===== config.mk =====
export PLATFORM = sky130hd
export DESIGN_NAME = round_robin_router_flat
export DESIGN_NICKNAME = d
export VERILOG_FILES = /design/src/rtl/round_robin_router_if.sv /design/src/rtl/round_robin_router.sv /design/src/flat_wrapper.sv
export SDC_FILE = /design/constraint.sdc
export NUM_CORES = 1
export LEC_CHECK = 0
export BUFFER_PORTS_ARGS = -buffer_cell sky130_fd_sc_hd__buf_2
export CAP_MARGIN = 0
export CORE_MARGIN = 2
export CORE_UTILIZATION = 36
export DETAILED_ROUTE_END_ITERATION = 8
export HOLD_SLACK_MARGIN = 0.12
export PLACE_DENSITY = 0.77
export SYNTH_ARGS = -nofsm -noshare
export SYNTH_HDL_FRONTEND = slang
export SYNTH_SLANG_ARGS = --single-unit

===== constraint.sdc =====
create_clock -name i_clk -period 1.75 [get_ports i_clk]
set_clock_uncertainty 0.05 [all_clocks]
set_input_delay 0.0875 -clock i_clk [delete_from_list [all_inputs] [get_ports i_clk]]
set_output_delay 0.0875 -clock i_clk [all_outputs]
set_load 0.03 [all_outputs]

===== src/rtl/round_robin_router_if.sv =====
// ----------------------------------------------------------------------------
// round_robin_router_if
//   Bundles the router's ingress/egress FIFO-bank signals.
//
//   Parameters
//     N       channel count (power of 2, 2..16)
//     DATA_W  word width
//
//   Signals
//     empty        per-input-FIFO empty flag, bit i = FIFO i
//     almost_full  per-output-FIFO almost-full flag
//     data_in      input FIFO read data, slice i = [i*DATA_W +: DATA_W]
//     pop          one-hot-or-zero read strobe to the input FIFOs
//     push         one-hot-or-zero write strobe to the output FIFOs
//     data_out     write data to the output FIFOs, slice d valid with push[d]
//     grant_idx    index of the last granted channel
//     idle         no input data pending and nothing in flight
//     prio_mode    fixed-priority select (only with RR_FIXED_PRIO_EN)
//
//   Modports
//     slave   router side
//     master  FIFO-bank / environment side
//
//   Build option: `define RR_FIXED_PRIO_EN adds the prio_mode signal.
// ----------------------------------------------------------------------------
interface round_robin_router_if #(
  parameter int unsigned N      = 4,
  parameter int unsigned DATA_W = 10
);
  localparam int unsigned IDX_W = $clog2(N);

  logic [N-1:0]        empty;
  logic [N-1:0]        almost_full;
  logic [N*DATA_W-1:0] data_in;
  logic [N-1:0]        pop;
  logic [N-1:0]        push;
  logic [N*DATA_W-1:0] data_out;
  logic [IDX_W-1:0]    grant_idx;
  logic                idle;

`ifdef RR_FIXED_PRIO_EN
  logic                prio_mode;

  modport slave (
    input  empty, almost_full, data_in, prio_mode,
    output pop, push, data_out, grant_idx, idle
  );

  modport master (
    output empty, almost_full, data_in, prio_mode,
    input  pop, push, data_out, grant_idx, idle
  );
`else
  modport slave (
    input  empty, almost_full, data_in,
    output pop, push, data_out, grant_idx, idle
  );

  modport master (
    output empty, almost_full, data_in,
    input  pop, push, data_out, grant_idx, idle
  );
`endif

endinterface


===== src/rtl/round_robin_router.sv =====
// ----------------------------------------------------------------------------
// round_robin_router
//   Arbitrates N input FIFOs with a rotating-priority round robin, pops one
//   word per grant and routes it to the output FIFO named by the destination
//   field inside the word. Any egress almost-full flag stalls new grants;
//   words already in flight (at most two) still complete.
//
//   Pipeline, cycle k = cycle where pop[g] is high:
//     k+1  input FIFO presents the word on data_in slice g (stage 1)
//     k+2  push[d] high, data_out slice d = word, d = word[DEST_LSB +: DEST_W]
//
//   Parameters
//     N         channel count, power of 2, 2..16
//     DATA_W    word width
//     DEST_LSB  LSB of the destination field (width log2(N))
//
//   Ports
//     i_clk    clock, rising edge
//     i_reset  synchronous active-high reset
//     io_bus   round_robin_router_if.slave (empty, almost_full, data_in,
//              pop, push, data_out, grant_idx, idle [, prio_mode])
//
//   Build option: `define RR_FIXED_PRIO_EN adds prio_mode; when high the
//   search always starts at channel 0 and the rotating pointer is frozen.
// ----------------------------------------------------------------------------
module round_robin_router #(
  parameter int unsigned N        = 4,
  parameter int unsigned DATA_W   = 10,
  parameter int unsigned DEST_LSB = 8
) (
  input  logic                i_clk,
  input  logic                i_reset,
  round_robin_router_if.slave io_bus
);

  localparam int unsigned DEST_W = $clog2(N);

  // Elaboration-time parameter sanity checks.
  if ((N < 2) || (N > 16) || ((N & (N - 1)) != 0)) begin : g_bad_n
    $error("round_robin_router: N must be a power of 2 in 2..16");
  end
  if (DEST_LSB + DEST_W > DATA_W) begin : g_bad_dest
    $error("round_robin_router: destination field exceeds DATA_W");
  end

  // --------------------------------------------------------------------------
  // State
  // --------------------------------------------------------------------------
  logic [N-1:0]        r_pop;
  logic [N-1:0]        r_push;
  logic [N*DATA_W-1:0] r_data_out;
  logic [DEST_W-1:0]   r_grant_idx;
  logic [DEST_W-1:0]   r_ptr;
  logic                r_s1_valid;
  logic [DEST_W-1:0]   r_s1_ch;

  // --------------------------------------------------------------------------
  // Combinational signals
  // --------------------------------------------------------------------------
  logic                w_stall;
  logic                w_fixed;
  logic [N-1:0]        w_elig;
  logic [DEST_W-1:0]   w_base;
  logic [DEST_W-1:0]   w_idx;
  logic                w_found;
  logic [DEST_W-1:0]   w_g;
  logic                w_grant;
  logic [N-1:0]        w_pop_d;
  logic [DATA_W-1:0]   w_word;
  logic [DEST_W-1:0]   w_dest;
  logic [N-1:0]        w_push_d;
  logic [N*DATA_W-1:0] w_data_out_d;

  assign w_stall = |io_bus.almost_full;

`ifdef RR_FIXED_PRIO_EN
  assign w_fixed = io_bus.prio_mode;
`else
  assign w_fixed = 1'b0;
`endif

  // A channel popped this cycle still shows its pre-pop empty flag, so it is
  // excluded to avoid a second pop of a FIFO that may have held one entry.
  assign w_elig = ~io_bus.empty & ~r_pop;

  assign w_base = w_fixed ? '0 : r_ptr;

  // Rotating search from w_base upward; index arithmetic wraps because N is
  // a power of two.
  always_comb begin
    w_found = 1'b0;
    w_g     = '0;
    w_idx   = '0;
    for (int unsigned off = 0; off < N; off++) begin
      w_idx = w_base + DEST_W'(off);
      if (!w_found && w_elig[w_idx]) begin
        w_found = 1'b1;
        w_g     = w_idx;
      end
    end
  end

  assign w_grant = w_found & ~w_stall;

  always_comb begin
    w_pop_d = '0;
    if (w_grant) begin
      w_pop_d[w_g] = 1'b1;
    end
  end

  // Stage 1: select the word returned by the FIFO popped last cycle.
  always_comb begin
    w_word = '0;
    for (int unsigned i = 0; i < N; i++) begin
      if (r_s1_ch == DEST_W'(i)) begin
        w_word = io_bus.data_in[i*DATA_W +: DATA_W];
      end
    end
  end

  assign w_dest = w_word[DEST_LSB +: DEST_W];

  always_comb begin
    w_push_d     = '0;
    w_data_out_d = r_data_out;
    if (r_s1_valid) begin
      w_push_d[w_dest] = 1'b1;
    end
    // Only the addressed slice is updated; the others hold.
    for (int unsigned d = 0; d < N; d++) begin
      if (w_push_d[d]) begin
        w_data_out_d[d*DATA_W +: DATA_W] = w_word;
      end
    end
  end

  // --------------------------------------------------------------------------
  // Registers
  // --------------------------------------------------------------------------
  always_ff @(posedge i_clk) begin
    if (i_reset) begin
      r_pop       <= '0;
      r_push      <= '0;
      r_data_out  <= '0;
      r_grant_idx <= '0;
      r_ptr       <= '0;
      r_s1_valid  <= 1'b0;
      r_s1_ch     <= '0;
    end else begin
      r_pop      <= w_pop_d;
      r_push     <= w_push_d;
      r_data_out <= w_data_out_d;
      if (w_grant) begin
        r_grant_idx <= w_g;
      end
      if (w_grant && !w_fixed) begin
        r_ptr <= w_g + DEST_W'(1);
      end
      // r_grant_idx names the channel whose pop is high this cycle.
      r_s1_valid <= |r_pop;
      if (|r_pop) begin
        r_s1_ch <= r_grant_idx;
      end
    end
  end

  // --------------------------------------------------------------------------
  // Outputs
  // --------------------------------------------------------------------------
  assign io_bus.pop       = r_pop;
  assign io_bus.push      = r_push;
  assign io_bus.data_out  = r_data_out;
  assign io_bus.grant_idx = r_grant_idx;
  assign io_bus.idle      = (&io_bus.empty) & ~(|r_pop) & ~r_s1_valid & ~(|r_push);

endmodule

===== src/flat_wrapper.sv =====
// flat-port wrapper written by rule: the top's interface ports become plain ports
module round_robin_router_flat 
#(
  parameter int unsigned N        = 4,
  parameter int unsigned DATA_W   = 10,
  parameter int unsigned DEST_LSB = 8
)
  (i_clk, i_reset, io_bus_empty, io_bus_almost_full, io_bus_data_in, io_bus_pop, io_bus_push, io_bus_data_out, io_bus_grant_idx, io_bus_idle);
  round_robin_router_if #(.N(N), .DATA_W(DATA_W)) io_bus_i ();
  input  logic i_clk;
  input  logic i_reset;
  input wire logic [$bits(io_bus_i.empty)-1:0] io_bus_empty;
  input wire logic [$bits(io_bus_i.almost_full)-1:0] io_bus_almost_full;
  input wire logic [$bits(io_bus_i.data_in)-1:0] io_bus_data_in;
  output wire logic [$bits(io_bus_i.pop)-1:0] io_bus_pop;
  output wire logic [$bits(io_bus_i.push)-1:0] io_bus_push;
  output wire logic [$bits(io_bus_i.data_out)-1:0] io_bus_data_out;
  output wire logic [$bits(io_bus_i.grant_idx)-1:0] io_bus_grant_idx;
  output wire logic [$bits(io_bus_i.idle)-1:0] io_bus_idle;
  assign io_bus_i.empty = io_bus_empty;
  assign io_bus_i.almost_full = io_bus_almost_full;
  assign io_bus_i.data_in = io_bus_data_in;
  assign io_bus_pop = io_bus_i.pop;
  assign io_bus_push = io_bus_i.push;
  assign io_bus_data_out = io_bus_i.data_out;
  assign io_bus_grant_idx = io_bus_i.grant_idx;
  assign io_bus_idle = io_bus_i.idle;
  round_robin_router #(.N(N), .DATA_W(DATA_W), .DEST_LSB(DEST_LSB)) u_core (.i_clk(i_clk), .i_reset(i_reset), .io_bus(io_bus_i));
endmodule

Word-level counts from Yosys, hierarchy flattened
Index checks and enable logic that the tools add are counted.

Reductions and logical operators: 14. Bitwise operators: 12. Eq/ne operators: 3. Muxes and demuxes: 25. $add $sub $neg: 4. Magnitude comparators: 8.

Operators by type and width (count): 10-bit 2-to-1 mux (4); 2-bit by 3-bit < comparator with 1-bit output (second input constant) (6); 4-bit OR reduction (3); 1-bit 2-to-1 mux (10); 1-bit binary-select mux with 2-bit select (4); 2-bit 2-to-1 mux (4); 4-bit inverter (2); 1-bit logical AND (5); 1-bit inverter (5); 2-bit by 1-bit adder with 2-bit output (second input constant) (2); 2-bit adder (second input constant) (2); 1-bit bitwise AND (4); 4-bit bitwise AND (1); 1-bit demux with 2-bit select (2); 2-bit equality test (second input constant) (2); 2-bit by 1-bit >= comparator with 1-bit output (second input constant) (2); 4-bit 2-to-1 mux (1); 4-bit AND reduction (1); 1-bit logical NOT (3); 2-bit by 1-bit equality test with 1-bit output (second input constant) (1); 2-bit logical NOT (1); 2-bit OR reduction (1).

Register bits: 55. Logic and storage cells: 76. Input bits: 50. Output and inout bits: 51.

Depth between registers and ports, before layout
Depth after elaboration: 18. Gate-level depth with buffers: 7. Mapped depth without buffers: 7.

Least setup slack after synthesis
No wires, ideal clock.

Path kind: register to output. From: register u_core.r_pop[0] (netlist: u_core.io_bus.pop[0]). To: output io_bus_idle. Slack: -505 ps. Buffers on the path: 0. Required time: 1612 ps. Arrival: 2118 ps. Stages on the path, launching flop included: 4. Cells stage by stage: dfxtp_1 > nor4_1 > nand4_1 > nor4_1.

Word-level cells in the longest chain between the ends: 5.

RTL lines: from (decl) (RTL line round_robin_router.sv:49) `logic [N-1:0] r_pop;`; from (signal assigned) (RTL line round_robin_router.sv:151) `r_pop <= w_pop_d;`; 4-bit OR reduction (RTL line round_robin_router.sv:175) `assign io_bus.idle = (&io_bus.empty) & ~(|r_pop) & ~r_s1_valid & ~(|r_push);`; 1-bit inverter (RTL line round_robin_router.sv:175); 1-bit bitwise AND (3 in a row) (RTL line round_robin_router.sv:175); to (decl) (RTL line flat_wrapper.sv:19) `output wire logic [$bits(io_bus_i.idle)-1:0] io_bus_idle;`.

No other way between the ends.

Final worst setup path
From: register u_core.r_s1_ch[0]. To: register u_core.r_data_out[28] (netlist: u_core.io_bus.data_out[28]).

Word-level cells in the longest chain between the ends: 10. Elaborated cells on any way between the ends: 14. Those cells by class: order compare (2); eq/ne (3); mux (7); reduce/logical (2).

RTL lines: from (decl) (RTL line round_robin_router.sv:55) `logic [DEST_W-1:0] r_s1_ch;`; from (signal assigned) (RTL line round_robin_router.sv:163) `r_s1_ch <= r_grant_idx;`; 2-bit logical NOT (RTL line round_robin_router.sv:116) `if (r_s1_ch == DEST_W'(i)) begin`; 10-bit 2-to-1 mux (3 in a row) (RTL line round_robin_router.sv:116); 10-bit 2-to-1 mux (*) (RTL line round_robin_router.sv:116); 2-bit by 3-bit < comparator with 1-bit output (not written as such) / 2-bit by 1-bit >= comparator with 1-bit output (equally long branches) (RTL line round_robin_router.sv:128) `w_push_d[w_dest] = 1'b1;`; 1-bit logical AND (not written as such) (RTL line round_robin_router.sv:128); 1-bit 2-to-1 mux (not written as such) (RTL line round_robin_router.sv:128); 1-bit demux with 2-bit select; 4-bit 2-to-1 mux (RTL line round_robin_router.sv:127) `if (r_s1_valid) begin`; to (signal assigned) (RTL line round_robin_router.sv:153) `r_data_out <= w_data_out_d;`; to (decl) (RTL line round_robin_router.sv:51) `logic [N*DATA_W-1:0] r_data_out;`.

Mark *: on every way between the ends. The rest lies on a longest branch, timed or not. A chain may end at the register's enable or synchronous reset.

==> results.md <==
* Crit path arrival time at 1880 ps
* Share of cells above drive strength 1 at 44.9%
* Clk sinks at 55
* Die X at 85.5 um
* Final Max Slew Viols at 0
* Slew headroom at 58.4%
* Worst vdd ir at 0.000310 V
* Area Growth Syn to Fin at 40.0%
* Latest clock arrival within the worst-skew pair at 300 ps
* HPWL after DPL at 4.55 mm
* Critical Path Fanout Max at 10
* CP required at 1910 ps
* 1st-pass router iterations at 4
* Setup TNS at 0 ps
* CTS Root Cell: clkbuf_8
* Top cell type's share of synthesized area at 46.0%
* Final hold vios at 0
* Worst-path cell chain: mux4_2 > buf_4 > nor2_4 > nand2_8 > and3b_1
* DRT iter0 DRCs at 44
* Vias per cell at 5.03
* Critical path type: register to register
* Design area at 0.00335 mm^2
* Clk buf depth at 2
* Die Ht at 85.5 um
* Max Fclk at 581 MHz
* Gate Count Post-Synth at 217
* Routed wire per std cell at 15.6 um
* Global-route wire length before repair at 9.56 mm
* Dpl cell area at 0.00306 mm^2
* Worst path max stage delay at 570 ps
* Yosys reg bits at 55
* Min cycle time layout at 1720 ps
* Filler instances at 603
* Outcome: finished clean
* Initial Utilization at 37.4%
* Placed Cells incl. Taps at 396
* Largest cells by area after synthesis: dfxtp_1, mux4_1, mux2i_1, nand2b_1, nand3b_1
* Die ar. at 0.00731 mm^2
* Leak at 1.57 nW
* Reg2reg setup slack at 30 ps
* I/O pin total at 101
* Distinct cell type count after synthesis at 38
* Synthesized Nets at 271
* Core Region at 0.00639 mm^2
* Crit start category: register
* Final worst-path cycle share at 98.3%
* Yosys warning count at 0
* Mapped Area at 0.00239 mm^2
* Clock Pin Slew Worst Setup and Hold Paths at 100 ps
* Htree depth at 2
* DRT Wirelength at 6.44 mm
* Power Total at 2.20 mW
* GPL Wtd Cong at 0.852
* Via count at 2079
* Slew at the pin closest to its max-slew limit at 624 ps
* CP endpoint kind: register
* CTS tree: done
* Vias in the first global route at 1947
* Largest area contributor in the netlist: dfxtp_1
* GRT Total Usage at 16.8%
* Inserted Diodes at 0
* Register area share after synthesis at 46.0%
* TritonCTS buffer count at 5
* Fin cells at 413
* PD cells at 657 mW/mm^2
* Mean Syn Cell Area at 11.0 um^2
* HP Class: primary input to register
* RSZ-0062 raised after global routing: yes
* I/O Buffers at 100
* Cell Rows at 29
* DRC at 0
* Largest net degree at the start of global routing at 43
* Remaining Overflow, GRT at 0
* Fin nets at 390
* Initial antenna violation count at 0
* Max cap viols at 0
* Final setup violating endpoints at 0
* Routed Antenna Nets at 0
* Slowest CP cell: mux4_2
## worst paths after layout
check                                                 from                          to  cells after the start
worst min register to register  u_core.io_bus.data_out[18]  u_core.io_bus.data_out[18]                      2
worst max register to register           u_core.r_s1_ch[0]  u_core.io_bus.data_out[28]                      5
worst max-delay path                     u_core.r_s1_ch[0]  u_core.io_bus.data_out[28]                      5
worst min-delay path                       io_bus_empty[3]  u_core.io_bus.grant_idx[0]                      4
## power by group
part	switching, mW	internal [mW]	leakage, nW	total, mW
Clock	0.396	0.312	0.0470	0.707
Combinational	0.113	0.123	1.07	0.236
Sequential	0.00627	1.25	0.447	1.26
Total	0.515	1.69	1.57	2.20
## state kept, by name, indices dropped and copies added, names as in the netlist
signal / flops
u_core.io_bus.data_out: 40
u_core.io_bus.pop: 4
u_core.io_bus.push: 4
u_core.io_bus.grant_idx: 2
u_core.r_ptr: 2
u_core.r_s1_ch: 2
u_core.r_s1_valid: 1
## cell type report
cell class	count	area [um^2]	share of cell area (%)
clock buffer	6	82.6	2.47
clock inverter	1	5.00	0.150
inverter	7	26.3	0.785
multi-input combinational	144	1310	39.2
sequential	55	1120	33.4
tap	77	96.3	2.88
timing repair buffer	123	706	21.1
## cell usage after synthesis, drive strengths merged
cell type and count:
a2111oi 1, a211oi 1, a21oi 5, a221oi 1
and2 4, and3b 2, buf 5, clkbuf 6
dfxtp 55, ha 4, inv 7, mux2i 19
mux4 10, nand2 2, nand2b 24, nand3 2
nand3b 18, nand4 1, nor2 16, nor3 3
nor3b 2, nor4 4, o211ai 1, o21a 1
o21ai 16, o22ai 1, o311a 1, o31ai 2
o32ai 1, or2 1, or3 1
## metal layers
layer	vias to the layer above	GRT usage, %	wire length [um]
met5	-	0	0
met4	0	5.19	64
met2	65	29.2	3190
li1	1021	-	-
met3	5	3.85	360
met1	988	20.6	2820
## repair_timing
item                                    in CTS  in global routing
gates cloned                                 0                  1
endpoints found under the hold margin        1                  0
endpoints found under the setup margin       8                 21
resized for setup                            4                 24
setup buffers                                0                  5
pin swaps                                    0                  7
hold buffers                                 4                  0
## cell usage in the layout, fill, tap and decap left out, drive strengths merged, types with 2 or more instances in the layout
cell type,netlist,layout
buf,5,119
dfxtp,55,55
nand2b,24,24
mux2i,19,19
nand3b,18,18
o21ai,16,16
nor2,16,16
mux4,10,10
inv,7,7
clkbuf,6,6
a21oi,5,5
and2,4,4
ha,4,4
dlygate4sd3,0,4
nor4,4,4
nor3,3,3
nor3b,2,2
and3b,2,2
nand3,2,2
o31ai,2,2
nand2,2,2
## logic make-up after synthesis
family | share of synthesized area, %
muxes | 18.6
and+or+nand+nor | 21.6
buffers and inverters | 3.87
DFF | 46.0
adders and majority gates | 2.09
AOI/OAI and AO/OA | 7.75
## stage by stage
step	setup WS, ps	hold WS, ps	util (%)
2_1_floorplan	18.5	269	-
3_3_place_gp	78.0	384	47.9
3_5_place_dp	5.48	390	47.9
4_1_cts	13.0	185	50.2
5_1_grt	-29.9	209	52.4
6_report	29.3	208	52.4
## worst max-delay path, delay by kind of cell, from the launching register on
family | cells | cell delay, ps
buffers and inverters | 1 | 170
multiplexers | 1 | 570
AND/OR/NAND/NOR | 3 | 440
flip-flops | 1 | 390
Power figures use the tool's default switching activity.
